## src/rtl/exp_led_pwm.sv

```systemverilog
// exp_led_pwm: 8-channel breathing LED PWM with a phase-staggered triangle ramp and exponential brightness.
// Optional EXP_LED_PWM_UIO_DEBUG_EN drives registered channel-0 level onto uio_out.
module exp_led_pwm #(
    parameter int NCH      = 8,
    parameter int PWM_BITS = 12,
    parameter int ACC_BITS = 24
) (
    input  logic           clk,
    input  logic           rst,
    input  logic           ena,
    input  logic [7:0]     ui_in,
    output logic [NCH-1:0] uo_out,
    input  logic [7:0]     uio_in,
    output logic [7:0]     uio_out,
    output logic [7:0]     uio_oe
);

    localparam int IDX_BITS = 9;
    localparam int PH_STEP  = (1 << IDX_BITS) / NCH;

    logic [ACC_BITS-1:0] acc_q, acc_d;
    logic [PWM_BITS-1:0] cnt_q, cnt_d;
    logic [NCH-1:0]      pwm_q, pwm_d;
    logic [7:0]          lin [NCH];
    logic [PWM_BITS-1:0] duty [NCH];
    logic                unused_in;

    assign unused_in = ^{ena, uio_in};

    // Fold the 9-bit phase into a 0..255..0 triangle.
    function automatic logic [7:0] tri_lin(input logic [IDX_BITS-1:0] idx);
        return idx[8] ? ~idx[7:0] : idx[7:0];
    endfunction

    // Piecewise exponential: 3-bit exponent, 5-bit mantissa with hidden one.
    function automatic logic [PWM_BITS-1:0] exp_duty(input logic [7:0] lv);
        logic [PWM_BITS:0] t;
        t      = '0;
        t[5:0] = {1'b1, lv[4:0]};
        t      = t << lv[7:5];
        return (lv == 8'd0) ? '0 : t[PWM_BITS:1];
    endfunction

    always_comb begin
        acc_d = acc_q + ACC_BITS'(ui_in);
        cnt_d = cnt_q + 1'b1;
        pwm_d = '0;
        for (int i = 0; i < NCH; i++) begin
            lin[i]   = tri_lin(acc_q[ACC_BITS-1 -: IDX_BITS] + IDX_BITS'(i * PH_STEP));
            duty[i]  = exp_duty(lin[i]);
            pwm_d[i] = duty[i] > cnt_q;
        end
    end

    always_ff @(posedge clk) begin
        if (rst) begin
            acc_q <= '0;
            cnt_q <= '0;
            pwm_q <= '0;
        end else begin
            acc_q <= acc_d;
            cnt_q <= cnt_d;
            pwm_q <= pwm_d;
        end
    end

    assign uo_out = pwm_q;

`ifdef EXP_LED_PWM_UIO_DEBUG_EN
    logic [7:0] dbg_q, dbg_d;

    always_comb begin
        dbg_d = lin[0];
    end

    always_ff @(posedge clk) begin
        if (rst) begin
            dbg_q <= '0;
        end else begin
            dbg_q <= dbg_d;
        end
    end

    assign uio_out = dbg_q;
    assign uio_oe  = 8'hFF;
`else
    assign uio_out = 8'h00;
    assign uio_oe  = 8'h00;
`endif

endmodule

```

## config.mk

```make
export PLATFORM = sky130hd
export DESIGN_NAME = exp_led_pwm
export DESIGN_NICKNAME = d
export VERILOG_FILES = /design/src/rtl/exp_led_pwm.sv
export SDC_FILE = /design/constraint.sdc
export NUM_CORES = 1
export LEC_CHECK = 0
export CAP_MARGIN = 0
export CORE_ASPECT_RATIO = 0.8
export CORE_MARGIN = 3
export CORE_UTILIZATION = 41
export DETAILED_ROUTE_END_ITERATION = 10
export PLACE_DENSITY = 0.56
export SKIP_LAST_GASP = 1
export SLEW_MARGIN = 20
export SYNTH_ARGS = -nofsm -noshare
export SYNTH_HDL_FRONTEND = slang
export SYNTH_SLANG_ARGS = --single-unit
```

## constraint.sdc

```tcl
create_clock -name clk -period 7 [get_ports clk]
set_input_delay 1.75 -clock clk [delete_from_list [all_inputs] [get_ports clk]]
set_output_delay 1.75 -clock clk [all_outputs]
set_load 0.01 [all_outputs]
```

### Word-level counts from Yosys, hierarchy flattened

Cells that the tools add are included.

* flip-flop bits (word level): 44
* input port bits: 19
* output and inout port bits: 24

* add/sub/neg operators: 9
* order comparisons: 8
* shift operators: 8
* muxes and demuxes: 16
* bitwise operators: 8
* reductions and logical operators: 8

Operators with widths (count)
* $shl 6x3->13: 8
* $gt 12x12->1: 8
* $mux 12: 8
* $logic_not 8->1: 8
* $mux 8: 8
* $not 8->8: 8
* $add 9x9->9 const B: 4
* $add 24x8->24: 1
* $add 9x8->9 const B: 2
* $add 12x1->12 const B: 1
* $add 9x7->9 const B: 1

### Longest topological paths before layout

* depth after elaboration: 6
* depth in mapped cells: 18

### Worst setup path after synthesis

No wires, ideal clock.

* path type: input to register
* start point: in ui_in[0]
* end point: reg acc_q[18]
* setup time: 71 ps
* arrival time: 3516 ps
* setup slack: 3414 ps
* stages on the path: 8
* path buffers: 0
* cells stage by stage: ha_1 > inv_1 > fa_1 > nand2b_1 > a211oi_2 > o2111ai_1 > or3_1 > a21oi_1

* cells in the longest elaborated chain, start to end: 1

Ends and longest elaborated chain
* from (decl): line 11 `input logic [7:0] ui_in,`
* $add 24x8->24: line 45 `acc_d = acc_q + ACC_BITS'(ui_in);`
* to (signal assigned): line 57 `acc_q <= '0;`
* to (signal assigned): line 61 `acc_q <= acc_d;`
* to (decl): line 21 `logic [ACC_BITS-1:0] acc_q, acc_d;`

Every way passes these cells.
A chain may end at the register's enable or synchronous reset.

### Worst setup path after layout

Same ends and word-level chain as after synthesis.

==> qor_table.md <==
| Stage | Metric | Value |
| --- | --- | --- |
| place | Total placed cells including tap cells | 1291 |
| worst setup path | Critical path data required time | 7.24 ns |
| final layout | Growth of design area from synthesis to finish | 3.87% |
| clocking | Clock buffer depth | 2 |
| timing | Relative max-transition margin | 0.430 |
| global route | Wire length of the first global-routing pass | 39600 µm |
| route | Number of design rule violations left after detail routing | 0 |
| timing | Fin Setup TNS | 0 ns |
| logic synthesis | Most used flip-flop cell after synthesis | sky130_fd_sc_hd__dfxtp_1 |
| worst setup path | Crit path arrival time | 4.34 ns |
| timing | Final-report max-slew violation count | 0 |
| logic synthesis | Post-synth design cell area | 0.00779 mm² |
| floorplan | Y dimension of the die | 129 µm |
| power | Pwr per Cell Area | 94.3 mW/mm² |
| timing | Final Critical Period | 4.10 ns |
| clocking | Insertion delay of the later-clocked pin in the worst-skew pair | 0.32 ns |
| clocking | Post-CTS resize count | 0 |
| global route | All-layer global routing usage | 0.237 |
| worst setup path | Endpoint of the worst register-to-register path | uo_out[5] |
| clocking | CTS HTree Levels | 2 |
| route | Via count | 7949 |
| worst setup path | Worst setup path class | input port to flip-flop |
| route | First drt pass iteration count | 6 |
| timing | Post-route clock skew | 0.0142 ns |
| logic synthesis | Mean cell area of the mapped netlist | 7.12 µm² |
| place | Dpl hpwl | 17300 µm |
| logic synthesis | Proportion of register bits with asynchronous set or reset after synthesis | 0 |
| clocking | CTS Buf Count | 5 |
| logic synthesis | Number of synthesis warnings | 0 |
| global route | Initial antenna violation count | 0 |
| clocking | Clk sinks | 44 |
| run | Count of max-cap constraint violations | 0 |
| logic synthesis | Gate count of the mapped netlist | 1093 |
| floorplan | Die Outline Area | 0.0207 mm² |
| global route | Largest net degree at the start of global routing | 78 |
| clocking | Cell at the root of the clock tree | sky130_fd_sc_hd__clkbuf_16 |
| worst setup path | Launch point of the worst path | ui_in[0] |
| final layout | Final #Nets | 1172 |
| floorplan | I/O pin cnt | 43 |
| route | Total detailed-routing wirelength | 24900 µm |
| logic synthesis | Number of enable-type register cells in the synthesized netlist | 0 |
| power | Worst ir drop on vdd | 0.128 mV |
| final layout | Number of antenna diodes | 0 |
| final layout | Non-filler cells, final | 1299 |
| global route | Number of global-route vias before repair | 7052 |
| worst setup path | Setup crit start kind | input port |
| place | GPL Wtd Cong | 0.903 |
| min path | Kind of path behind the tightest hold check | flip-flop to flip-flop |
| logic synthesis | Number of distinct library cell variants in the gate-level netlist after synthesis | 73 |
| timing | Post-route clock period utilization | 0.586 |
| power | Lkg Pwr | 3.24 nW |
| final layout | Final core utilization | 0.440 |
| clocking | Post-CTS repair timing setup buffer count | 0 |
| logic synthesis | Portion of the post-synthesis area used by sequential elements | 0.113 |
| worst setup path | Type of destination of the critical path | flip-flop |
| logic synthesis | Register bit total from synthesis | 44 |
| floorplan | Initial standard-cell utilization of the core | 0.423 |
| worst setup path | Startpoint of the worst register-to-register path | acc_q[21] |
| min path | Worst hold path startpoint | cnt_q[9] |
| worst setup path | Register-to-Register Path Depth | 13 |
| route | Per-cell via count in the routed design | 6.12 |
| final layout | Fraction of final layout cells with drive strength greater than 1 | 0.0593 |
| worst setup path | Crit path capture | acc_q[18] |
| timing | Tightest Pin Transition | 0.854 ns |
| timing | Peak Freq | 0.244 GHz |
| floorplan | Placeable core area | 0.0184 mm² |
| clocking | CTS tree | done |
| timing | Hold Violations, Final | 0 |
| route | Antenna-violating nets left | 0 |
| run status | Run status | completed |
| worst setup path | Setup slack of the most critical reg-to-reg path | 3.08 ns |
| floorplan | Width of the die | 160 µm |
| timing | Unrepaired setup endpoints after global routing | no |
| place | Number of I/O port buffers | 17 |
| timing | Setup-violating endpoint count in the final report | 0 |
| min path | Worst hold path cell count | 2 |
| floorplan | Site row count | 44 |
| clocking | Post-CTS clock slew at the launch and capture registers of the worst setup and hold paths | 0.07 ns |
| route | Starting DRC count in detailed routing | 911 |
| route | Avg WL per Cell | 19.1 µm |
| global route | Grt ovf | 0 |
| clocking | Count of hold buffers inserted by post-cts repair | 0 |
| worst setup path | Worst Path Max Fanout | 6 |
## worst min-delay path by stage
stage,end
after floorplan,cnt_q[9]
after global placement,cnt_q[9]
after detailed placement,cnt_q[9]
after CTS,cnt_q[9]
after global routing,cnt_q[9]
final,cnt_q[9]
## synth_stat cells (25+ instances only)
cell type / n / share of area
sky130_fd_sc_hd__nand3_1: 33 / 0.021
sky130_fd_sc_hd__nor2_1: 136 / 0.066
sky130_fd_sc_hd__a31oi_1: 27 / 0.022
sky130_fd_sc_hd__nor3_1: 26 / 0.017
sky130_fd_sc_hd__a21oi_1: 72 / 0.046
sky130_fd_sc_hd__buf_4: 26 / 0.025
sky130_fd_sc_hd__nand2_1: 83 / 0.040
sky130_fd_sc_hd__ha_1: 107 / 0.17
sky130_fd_sc_hd__a21o_1: 43 / 0.041
sky130_fd_sc_hd__clkbuf_1: 27 / 0.013
sky130_fd_sc_hd__dfxtp_1: 44 / 0.11
sky130_fd_sc_hd__inv_1: 25 / 0.012
sky130_fd_sc_hd__buf_2: 39 / 0.025
sky130_fd_sc_hd__o21ai_0: 73 / 0.047
## final cells by class
cell class / instances / area (µm²)
sequential: 44 / 890
inverter: 27 / 101
clock inverter: 3 / 46.3
clock buffer: 5 / 125
fill: 1949 / 10300
timing repair buffer: 34 / 293
tap: 253 / 317
multi-input combinational: 933 / 6320
## critical path, cell delays in order
cell and delay, ns:
sky130_fd_sc_hd__clkdlybuf4s50_1 0.46, sky130_fd_sc_hd__ha_1 0.16, sky130_fd_sc_hd__inv_1 0.06, sky130_fd_sc_hd__fa_1 0.40
sky130_fd_sc_hd__nand2b_1 0.23, sky130_fd_sc_hd__a211oi_2 0.43, sky130_fd_sc_hd__o2111ai_1 0.32, sky130_fd_sc_hd__or3_1 0.38
sky130_fd_sc_hd__a21oi_1 0.14
## registers in the layout (all words and copies together), names as in the netlist
signal  flops
acc_q      24
cnt_q      12
uo_out      8
## logic make-up (layout without fill, tap and decap cells)
group                      Yosys count  in the layout  synth area share
muxes                               33             33            0.0452
and+or+nand+nor                    386            386             0.239
AOI/OAI and AO/OA                  367            367             0.312
other                                1             16          0.000482
xor gates and xnor gates            23             23            0.0302
adders and majority gates          108            108             0.175
DFF                                 44             44             0.113
buffers and inverters              131             69            0.0848
## layout by cell type, fill, tap and decap left out, drive strengths merged, types with 21 or more instances in the layout
cell,synthesis,routed
nand3,33,33
nand2,83,83
ha,107,107
mux2i,22,22
inv,26,27
a21o,43,43
and4,21,21
a21oi,74,74
a31oi,27,27
o211ai,21,21
dfxtp,44,44
nor2,137,137
nor3,26,26
nor2b,23,23
o21ai,77,77
## metrics by stage
| step | total power [W] | worst slack (ns) | hold slack, ns | area [µm²] |
|---|---|---|---|---|
| 6_report | 0.000762 | 2.90 | 0.496 | 8090 |
| 5_1_grt | 0.000802 | 2.63 | 0.532 | 8090 |
| 4_1_cts | 0.000766 | 2.91 | 0.505 | 8090 |
| 3_5_place_dp | 0.000465 | 2.60 | 0.491 | 7920 |
| 3_3_place_gp | 0.000463 | 2.64 | 0.472 | 7920 |
| 2_1_floorplan | 0.000428 | 3.41 | 0.458 | 7840 |
## where the power goes
part	internal (W)	switching (W)	total [W]
Combinational	0.0000742	0.000102	0.000176
Clock	0.000171	0.000131	0.000301
Sequential	0.000270	0.0000149	0.000285
Total	0.000515	0.000247	0.000762
## routing by layer
layer / up-vias / share of wire / global-route usage
li1: 3947 / - / -
met1: 3701 / 0.49 / 0.350
met2: 286 / 0.42 / 0.365
met3: 15 / 0.075 / 0.0403
met4: 0 / 0.011 / 0.0434
met5: - / 0 / 0
No activity file was read; power rests on OpenSTA's default activity.
